**src/rtl/seg_scan_driver.sv**
```systemverilog
// Time-multiplexed driver for a common-segment multi-digit 7-segment display.
// One frame snapshot of `display`, blanking gap before each digit, per-frame strobe.
module seg_scan_driver #(
  parameter int DIGITS          = 6,
  parameter int TICKS_PER_DIGIT = 100000,
  parameter int BLANK_TICKS     = 1000,
  parameter int ACTIVE_LOW      = 1
) (
  input  logic                  clk,
  input  logic                  reset,
  input  logic                  enable,
  input  logic [7*DIGITS-1:0]   display,
  output logic [6:0]            seg,
  output logic [DIGITS-1:0]     an,
  output logic                  frame_done
);

  localparam int   MAXT = (TICKS_PER_DIGIT > BLANK_TICKS) ? TICKS_PER_DIGIT : BLANK_TICKS;
  localparam int   CW   = $clog2(MAXT) + 1;
  localparam int   DW   = (DIGITS > 1) ? $clog2(DIGITS) : 1;
  localparam logic POL  = (ACTIVE_LOW != 0);

  typedef enum logic {BLANK, SHOW} phase_t;

  phase_t                phase, phase_n;
  logic [DW-1:0]         d, d_n;
  logic [CW-1:0]         cnt, cnt_n;
  logic [7*DIGITS-1:0]   shadow, shadow_n;
  logic [6:0]            seg_n, seg_l;
  logic [DIGITS-1:0]     an_n, an_l;
  logic                  frame_done_n;

  always_ff @(posedge clk) begin
    if (reset) begin
      phase      <= BLANK;
      d          <= '0;
      cnt        <= '0;
      shadow     <= '0;
      seg        <= {7{POL}};
      an         <= {DIGITS{POL}};
      frame_done <= 1'b0;
    end else begin
      phase      <= phase_n;
      d          <= d_n;
      cnt        <= cnt_n;
      shadow     <= shadow_n;
      seg        <= seg_n;
      an         <= an_n;
      frame_done <= frame_done_n;
    end
  end

  // Outputs are decoded from the current state and registered, so they trail it by one cycle.
  always_comb begin
    phase_n      = phase;
    d_n          = d;
    cnt_n        = cnt;
    shadow_n     = shadow;
    seg_l        = '0;
    an_l         = '0;
    frame_done_n = 1'b0;

    if (!enable) begin
      phase_n = BLANK;
      d_n     = '0;
      cnt_n   = '0;
    end else begin
      if (phase == BLANK && d == '0 && cnt == '0)
        shadow_n = display;

      case (phase)
        BLANK: begin
          if (cnt == CW'(BLANK_TICKS - 1)) begin
            phase_n = SHOW;
            cnt_n   = '0;
          end else begin
            cnt_n = cnt + CW'(1);
          end
        end
        SHOW: begin
          seg_l    = shadow[7*int'(d) +: 7];
          an_l[d]  = 1'b1;
          if (cnt == CW'(TICKS_PER_DIGIT - 1)) begin
            phase_n = BLANK;
            cnt_n   = '0;
            if (d == DW'(DIGITS - 1)) begin
              d_n          = '0;
              frame_done_n = 1'b1;
            end else begin
              d_n = d + DW'(1);
            end
          end else begin
            cnt_n = cnt + CW'(1);
          end
        end
        default: phase_n = BLANK;
      endcase
    end

    seg_n = seg_l ^ {7{POL}};
    an_n  = an_l ^ {DIGITS{POL}};
  end

endmodule

```
**config.mk**
```make
export PLATFORM = sky130hd
export DESIGN_NAME = seg_scan_driver
export DESIGN_NICKNAME = d
export VERILOG_FILES = /design/src/rtl/seg_scan_driver.sv
export SDC_FILE = /design/constraint.sdc
export NUM_CORES = 1
export LEC_CHECK = 0
export CORE_MARGIN = 4
export CORE_UTILIZATION = 40
export DETAILED_ROUTE_END_ITERATION = 10
export GPL_TIMING_DRIVEN = 1
export PLACE_DENSITY = 0.7
export SYNTH_ARGS = -nofsm -noshare
export SYNTH_HDL_FRONTEND = slang
export SYNTH_SLANG_ARGS = --single-unit
```
**constraint.sdc**
```tcl
create_clock -name clk -period 4.5 [get_ports clk]
set_clock_uncertainty 0.05 [all_clocks]
set_input_delay 1.35 -clock clk [delete_from_list [all_inputs] [get_ports clk]]
set_output_delay 1.35 -clock clk [all_outputs]
set_load 0.05 [all_outputs]
```
-- Yosys cells after proc, flatten, opt, wreduce, memory -nomap -nowiden
Index checks and enable logic that the tools add are counted.
Widths: inputs -> output; s select.
- register bits after elaboration: 78
- input bits: 45
- output and inout port bits: 14
- word-level logic and storage cells: 44
- add/sub/neg operators: 2
- multipliers: 1
- magnitude comparators: 2
- eq/ne operators: 3
- shift-type cells: 1
- multiplexer cells: 14
- bitwise operators: 5
- reductions and logical operators: 9
- operators by type and width (kind ; count):
    $shiftx 42x7->7 ; 1
    $mux 18 ; 2
    $pmux 18 s2 ; 1
    $add 18x1->18 const B ; 1
    $eq 18x10->1 const B ; 1
    $eq 18x17->1 const B ; 1
    $logic_not 18->1 ; 1
    $mux 7 ; 2
    $mux 6 ; 2
    $not 7->7 ; 1
    $mul 3x3->6 const A ; 1
    $not 6->6 ; 1
    $lt 3x4->1 const B ; 1
    $mux 1 ; 4
    $reduce_and 2->1 ; 2
    $reduce_or 4->1 ; 1
    $add 3x1->3 const B ; 1
    $demux 1 s3 ; 1
    $eq 3x3->1 const B ; 1
    $ge 3x1->1 const B ; 1
    $logic_and 1x1->1 ; 3
    $logic_not 3->1 ; 1
    $mux 3 ; 1
    $not 1->1 ; 3
    other kinds (2) ; 2

-- Logic depth before layout (Yosys ltp)
Gate-level depths: netlist of the first run.
- depth after elaboration: 7
- mapped depth: 8

-- Least setup slack after synthesis of the first run
No wires, ideal clock.
- kind: input to register
- from: input reset
- to: register frame_done
- library setup time: 0.092 ns
- arrival: 2.460 ns
- data required time: 4.358 ns
- path slack: 1.898 ns
- cell stages on the path: 6
- path buffers: 2
- path through: clkbuf_1 -> and3b_1 -> clkbuf_1 -> nor2b_1 -> nand3_1 -> nor4_1
- word-level cells in the longest chain between the ends: 1
- RTL lines (element ; RTL line ; text):
    from (decl) ; 10 ; input logic reset,
    $reduce_or 4->1 (no source line) ; n/a ;
    to (signal assigned) ; 49 ; frame_done <= frame_done_n;
    to (decl) ; 15 ; output logic frame_done
Every way passes these cells.
A chain may end at the register's enable or synchronous reset.

-- Final worst setup path of the first run
- from: input enable
- to: register shadow[35]
- word-level cells in the longest chain between the ends: 1
- RTL lines (element ; RTL line ; text):
    from (decl) ; 11 ; input logic enable,
    $reduce_and 2->1 (no source line) ; n/a ;
    to (signal assigned) ; 46 ; shadow <= shadow_n;
    to (decl) ; 28 ; logic [7*DIGITS-1:0] shadow, shadow_n;
Every way passes these cells.

==> impl_metrics.ini, run 1 <==
[clocking]
cts_root_buf = clkbuf_8
clk_pin_slew_ns = 0.08
cts.hold.buffers_added = 0
cts_buffers = 9
cts.repair.resized = 0
cts_tree = done
insertion_delay_ns = 0.35
clk_path_buf_depth = 2
post_cts_buffers = 0
numClockSinks = 78
h-tree-depth = 3

[floorplanning]
initial_utilization = 0.4176
rows = 33
coreArea_um2 = 8341
die_x_um = 101.3
die_h_um = 101.3
die-area_um2 = 10270
io_pins = 59

[power_and_ir_drop]
p_clk_frac = 0.377
swShare = 0.2429
seq_power_share = 0.534
power.share.combinational = 0.089
power_density_nw_per_um2 = 318.3
switchingPower_uw = 330.4
internal_power_uw = 1030
leakagePower_uw = 0.001391
vdd_drop_max_uv = 162.9

[timing]
maxSlewViolCount = 0
fin_tns_setup_ns = 0
finalCritPeriodShare = 0.6485
hold_viol = 0
worstMarginPinSlew_ns = 1.090
max_slew_margin = 0.2692
fmax_mhz = 342.6
min_period_ns = 2.918
rsz0062_at_grt = false
final-setup-viol-count = 0

[run_status]
outcome = completed

[global_routing]
grt_max_degree = 50
grt_pass1_vias = 2971
track_usage = 0.1776
antenna_found_initial = 0
grt_busiest_layer = met2
grtUsageMet3 = 0.04270
grt_use_met2 = 0.2575
grt_first_pass_wirelength_um = 14670
grt-ovfl-total = 0
grt_use_met1 = 0.2555

[drt]
routedWlPerCell_um = 16.35
drt_iter0_drc = 224
drc = 0
finalWirelength_um = 9007
vias_per_cell = 5.746
ant_nets = 0
vias = 3166
dr.pass1.iters = 5

[synth]
synth_ff_type = dfxtp_1
syn_area_per_cell_um2 = 8.644
synth-seq-cells = 78
ys_types = 50
yosys-top-cells-area = dfxtp_1 45%, nand3_1 7.3%, a21oi_1 6.6%
synth_edf_count = 0
yosysWarnings = 0
yosysSeqAreaShare = 0.4483
synth_cells = 403
async_reset_ff_frac = 0
synth_area_um2 = 3483
synth_top_area_frac = 0.4483
yosysTopAreaCell = dfxtp_1
synth.net_count = 450

[final_layout]
drive_gt1_frac = 0.09641
nets = 489
area_growth_pct = 22.70
final_common_cell = dfxtp_1
fin_util = 0.5125
final_cell_mix = 78 x dfxtp_1, 58 x clkdlybuf4s50_1, 51 x nand3_1, 46 x o21ai_0, 46 x a21oi_1
diodes = 0

[place]
hpwlAfterDp_um = 5977
port_buffers = 58
place_congestion = 0.8541

[critical_path]
max_stage_delay_ns = 0.54
cp_max_fo = 42
critPathCaptureType = register
path_buf_inv = 2
cp_slowest_cell = clkdlybuf4s50_1
cp-start-kind = primary input
cp_top_family = buffers and inverters
path_class = in2reg
critPathArrivalTime_ns = 3.16
cp.required_ns = 4.74
crit_chain = clkdlybuf4s50_1 -> nor4bb_1 -> and4_1 -> buf_4 -> nand3_1 -> a21oi_1

[worst_hold_path]
hold_class = reg2reg

[job]
maxCapViolations = 0
power by group through the flow:
stage	Clock [uW]	Sequential [uW]	Combinational, uW
4_1_cts	520	726	120
6_report	513	726	121
5_1_grt	553	729	133
3_3_place_gp	0	741	118
2_1_floorplan	0	737	64.4
3_5_place_dp	0	742	120
Yosys cell counts, types with 5 or more instances:
cell      instances
a21oi_1          46
a22oi_1           8
buf_2             5
clkbuf_1         26
dfxtp_1          78
inv_1             8
mux2_2            8
nand2_1          20
nand3_1          51
nand4_1           5
nor2_1            7
nor3_1           13
nor4_1            6
o21ai_0          46
o22ai_1           6
xnor2_1           6
xor2_1            5
worst paths after layout:
kind | startpoint | endpoint | slack [ns] | cells past startpoint
hold / removal | shadow[5]$_SDFFE_PP0P_ | shadow[5]$_SDFFE_PP0P_ | 0.43 | 2
setup reg to reg | cnt[0]$_SDFF_PP0_ | cnt[12]$_SDFF_PP0_ | 1.90 | 5
setup / recovery | enable | shadow[35]$_SDFFE_PP0P_ | 1.58 | 6
hold reg to reg | shadow[5]$_SDFFE_PP0P_ | shadow[5]$_SDFFE_PP0P_ | 0.43 | 2
worst min-delay path: stages (launching register included):
cell,delay [ns]
dfxtp_1,0.31
o21ai_0,0.06
a21oi_1,0.06
logic make-up after synthesis:
group	count (synthesis)	synth area share
AND/OR/NAND/NOR	135	0.2173
AO/OA/AOI/OAI	120	0.1986
flip-flops	78	0.4483
buffers and inverters	43	0.05064
multiplexers	14	0.05029
XOR/XNOR	11	0.02766
adder cells (fa/ha/maj)	2	0.007183
flip-flops by register name, summed over array words and instances (netlist names):
signal,cells
cnt,18
phase,1
an,6
d,3
frame_done,1
seg,7
shadow,42
area by class of cell:
| type | count | area (um2) |
|---|---|---|
| Multi-Input combinational cell | 282 | 1745 |
| Tap cell | 105 | 131.4 |
| Fill cell | 784 | 4066 |
| Clock buffer | 9 | 123.9 |
| Sequential cell | 78 | 1562 |
| Clock inverter | 6 | 63.81 |
| Inverter | 8 | 30.03 |
| Timing Repair Buffer | 63 | 618.1 |
per-layer routing:
layer  wire length [um]  vias up
li1                   -     1558
met1               4280     1506
met2               4083       93
met3                525        9
met4                117        0
met5                  0        -
metrics by stage:
step | setup WS, ns | hold WS (ns) | std cells | instance area, um2 | total power, uW
after floorplan | 1.898 | 0.3960 | 403 | 3483 | 801.5
after global placement | 1.319 | 0.4080 | 536 | 4086 | 859.4
after detailed placement | 1.238 | 0.4155 | 536 | 4086 | 861.9
after CTS | 1.593 | 0.4267 | 551 | 4274 | 1366
after global routing | 1.382 | 0.4422 | 551 | 4274 | 1415
final | 1.582 | 0.4287 | 551 | 4274 | 1360
Power figures use the tool's default switching activity.
==> inputs of run 2 (changes only) <==
Settings changed: PLACE_DENSITY 0.7 to 0.72.
Clock period 4.5 ns to 2.45 ns, I/O delays scaled along.
==> impl_metrics.ini, run 2 (synthesis results as in run 1) <==
[critical_path]
cp_slowest_cell = clkdlybuf4s50_1
cp-start-kind = register
cp_max_fo = 1
cp.required_ns = 1.66
rrSetupSlack_ns = 0.32
path_class = reg2out
max_stage_delay_ns = 0.80
critPathCaptureType = output port
cp_top_family = buffers and inverters
critPathArrivalTime_ns = 1.47
cp.depth = 1
r2r_cells = 5
r2r_start = cnt[0]$_SDFF_PP0_
path_buf_inv = 1
r2r_end = cnt[16]$_SDFF_PP0_
crit_chain = clkdlybuf4s50_1

[drt]
finalWirelength_um = 8856
vias_per_cell = 5.646
drt_iter0_drc = 227
ant_nets = 0
vias = 3173
drc = 0
dr.pass1.iters = 4
routedWlPerCell_um = 15.76

[clocking]
cts.hold.buffers_added = 0
numClockSinks = 78
cts.repair.resized = 0
insertion_delay_ns = 0.36
cts_buffers = 9
h-tree-depth = 3
cts_root_buf = clkbuf_8
clk_pin_slew_ns = 0.09
post_cts_buffers = 0
clk_path_buf_depth = 2
cts_tree = done

[floorplanning]
die_x_um = 101.3
initial_utilization = 0.4176
io_pins = 59
die_h_um = 101.3
die-area_um2 = 10270
rows = 33
coreArea_um2 = 8341

[power_and_ir_drop]
power_uw = 2450
vdd_drop_max_uv = 356.2
power_density_nw_per_um2 = 562.5
leakagePower_uw = 0.001444

[timing]
finalCritPeriodShare = 0.9187
final-setup-viol-count = 0
rsz0062_at_grt = false
min_period_ns = 2.251
hold_viol = 0
maxSlewViolCount = 0
fmax_mhz = 444.3
worstMarginPinSlew_ns = 0.4970
max_slew_margin = 0.6676

[worst_hold_path]
holdPathEnd = shadow[29]$_SDFFE_PP0P_
holdPathStages = 2
hold_start = shadow[29]$_SDFFE_PP0P_
hold_class = reg2reg

[final_layout]
final_common_cell = dfxtp_1
top_regs = shadow x42, cnt x18, seg x7
fin_util = 0.5222
largest_reg_flops = 42
largest-register = shadow
nets = 499
drive_gt1_frac = 0.1182
area_growth_pct = 25.04
diodes = 0
final_cell_mix = 78 x dfxtp_1, 58 x clkdlybuf4s50_1, 51 x nand3_1, 46 x o21ai_0, 46 x a21oi_1

[global_routing]
track_usage = 0.1758
grt_pass1_vias = 3014
grt-ovfl-total = 0
grt_first_pass_wirelength_um = 14330
grt_max_degree = 46
antenna_found_initial = 0

[place]
port_buffers = 58
hpwlAfterDp_um = 6045
place_congestion = 0.8861

[run_status]
outcome = completed

[job]
maxCapViolations = 0
run 2: cell count changes in the layout (fill, tap and decap cells not counted), sizes merged:
cell and delta:
buf +10, inv +2, bufinv -1
run 2: routing by layer:
metal,track usage,up-vias,wire (um)
li1,-,1579,-
met1,0.2387,1467,3968
met2,0.2575,109,3977
met3,0.05234,18,696
met4,0.07873,0,213
met5,0,-,0
run 2: cell type report:
type,instances,area (um2)
fillers,812,3985
multi-input cells,282,1745
flip-flops and latches,78,1562
repair buffers,73,705.7
well taps,105,131.4
clock buffers,9,123.9
clock inverters,7,57.56
inverters,8,30.03
run 2: per-stage QoR:
stage / cell area (um2) / worst slack (ns) / setup TNS, ns / cells / hold WS (ns)
after global routing: 4355 / 0.1293 / 0 / 562 / 0.4371
after global placement: 4174 / 0.01800 / 0 / 546 / 0.4072
after floorplan: 3483 / 0.4193 / 0 / 403 / 0.3960
final: 4355 / 0.1991 / 0 / 562 / 0.4262
after CTS: 4355 / 0.1782 / 0 / 562 / 0.4265
after detailed placement: 4174 / -0.06832 / -0.4784 / 546 / 0.4145
run 2: how the worst max path moves through the flow:
stage,startpoint,to,slack [ns]
floorplan,cnt[0]$_SDFF_PP0_,cnt[16]$_SDFF_PP0_,0.42
global route,enable,shadow[8]$_SDFFE_PP0P_,0.13
detailed placement,enable,shadow[5]$_SDFFE_PP0P_,-0.07
CTS,seg[5]$_SDFF_PP1_,seg[5],0.18
finish,seg[2]$_SDFF_PP1_,seg[2],0.20
global placement,enable,shadow[32]$_SDFFE_PP0P_,0.02
run 2: where the power goes:
part / internal [uW] / switching (uW) / total, uW
logic: 124 / 105 / 229
clock network: 379 / 510 / 889
registers: 1310 / 21.5 / 1330
total: 1810 / 636 / 2450
==> inputs of run 3 (changes only) <==
Settings changed: CORE_MARGIN 4 to unset.
==> impl_metrics.ini, run 3 (synthesis results as in run 1) <==
[run_status]
outcome = completed

[critical_path]
critPathArrivalTime_ns = 1.46
path_buf_inv = 1
cp_top_family = buffers and inverters
cp.depth = 1
r2r_cells = 5
crit_chain = clkdlybuf4s50_1
max_stage_delay_ns = 0.79
cp.required_ns = 1.66
cp_slowest_cell = clkdlybuf4s50_1
critPathCaptureType = output port
cp_max_fo = 1
cp-start-kind = register
path_class = reg2out

[final_layout]
largest_reg_flops = 42
final_cell_mix = 78 x dfxtp_1, 58 x clkdlybuf4s50_1, 51 x nand3_1, 46 x o21ai_0, 46 x a21oi_1
fin_util = 0.5269
largest-register = shadow
stdcell_count = 562
drive_gt1_frac = 0.1160
area_growth_pct = 26.15
top_regs = shadow x42, cnt x18, seg x7
nets = 499
diodes = 0
final_common_cell = dfxtp_1

[clocking]
numClockSinks = 78
insertion_delay_ns = 0.35
cts_tree = done
cts_root_buf = clkbuf_8
clk_path_buf_depth = 2
clk_pin_slew_ns = 0.08
post_cts_buffers = 0
h-tree-depth = 3
cts_buffers = 9
cts.repair.resized = 0
cts.hold.buffers_added = 0

[global_routing]
grt_first_pass_wirelength_um = 14280
antenna_found_initial = 0
track_usage = 0.2028
grt-ovfl-total = 0
grt_pass1_vias = 2961
grt_max_degree = 45

[drt]
vias_per_cell = 5.769
finalWirelength_um = 8710
drt_iter0_drc = 346
vias = 3242
routedWlPerCell_um = 15.50
drc = 0
ant_nets = 0
dr.pass1.iters = 5

[timing]
finalCritPeriodShare = 0.9152
maxSlewViolCount = 0
min_period_ns = 2.242
fmax_mhz = 446.0
rsz0062_at_grt = false
final-setup-viol-count = 0
worstMarginPinSlew_ns = 0.4930
max_slew_margin = 0.6703
fin_tns_setup_ns = 0
whs_ns = 0.4255
hold_viol = 0

[place]
place_congestion = 0.8256
dp.cells = 546
port_buffers = 58
hpwlAfterDp_um = 5974

[power_and_ir_drop]
internal_power_uw = 2016
vdd_drop_max_uv = 301.3
swShare = 0.2354
power_uw = 2637
seq_power_share = 0.505
power.share.combinational = 0.087
power_density_nw_per_um2 = 600.0
leakagePower_uw = 0.001460
switchingPower_uw = 620.7
p_clk_frac = 0.408

[floorplanning]
coreArea_um2 = 8341
die-area_um2 = 9086
io_pins = 59
die_h_um = 95.32
die_x_um = 95.32
initial_utilization = 0.4176
rows = 33

[worst_hold_path]
hold_class = reg2reg
holdPathStages = 2

[job]
maxCapViolations = 0
-- run 3: changes by cell type in the layout (fill, tap and decap cells not counted), sizes merged --
cell / delta
clkbuf: +1
clkinv: -3
bufinv: +2
-- run 3: cell type report --
cell class | count | area (um2)
clock buffer | 10 | 127.6
clock inverter | 6 | 92.59
fill | 770 | 3946
inverter | 8 | 30.03
multi-input combinational | 282 | 1745
sequential | 78 | 1562
tap | 105 | 131.4
timing repair buffer | 73 | 705.7
-- run 3: power groups by stage --
| stage | clock network, uW | registers [uW] | logic, uW |
|---|---|---|---|
| after floorplan | 0 | 1350 | 118 |
| after global placement | 0 | 1360 | 223 |
| after detailed placement | 0 | 1360 | 227 |
| after CTS | 1080 | 1330 | 228 |
| after global routing | 1130 | 1340 | 250 |
| final | 1080 | 1330 | 229 |
-- run 3: path summary, 6_finish.rpt --
kind,from,end,slack (ns)
hold reg to reg,shadow[16]$_SDFFE_PP0P_,shadow[16]$_SDFFE_PP0P_,0.43
setup / recovery,frame_done$_SDFF_PP0_,frame_done,0.21
setup reg to reg,cnt[0]$_SDFF_PP0_,cnt[16]$_SDFF_PP0_,0.29
hold / removal,shadow[16]$_SDFFE_PP0P_,shadow[16]$_SDFFE_PP0P_,0.43
-- run 3: metal layers --
metal / share of wire / track usage / routed length (um) / up-vias
met2: 0.46 / 0.3060 / 3978 / 118
li1: - / - / - / 1572
met1: 0.47 / 0.2902 / 4076 / 1539
met5: 0 / 0 / 0 / -
met3: 0.058 / 0.02871 / 507 / 13
met4: 0.017 / 0.07955 / 148 / 0
-- run 3: through the flow --
| stage | instance area [um2] | setup slack (ns) |
|---|---|---|
| 2_1_floorplan | 3483 | 0.4193 |
| 3_3_place_gp | 4174 | 0.002528 |
| 3_5_place_dp | 4174 | -0.09333 |
| 4_1_cts | 4394 | 0.1879 |
| 5_1_grt | 4394 | 0.1145 |
| 6_report | 4394 | 0.2079 |
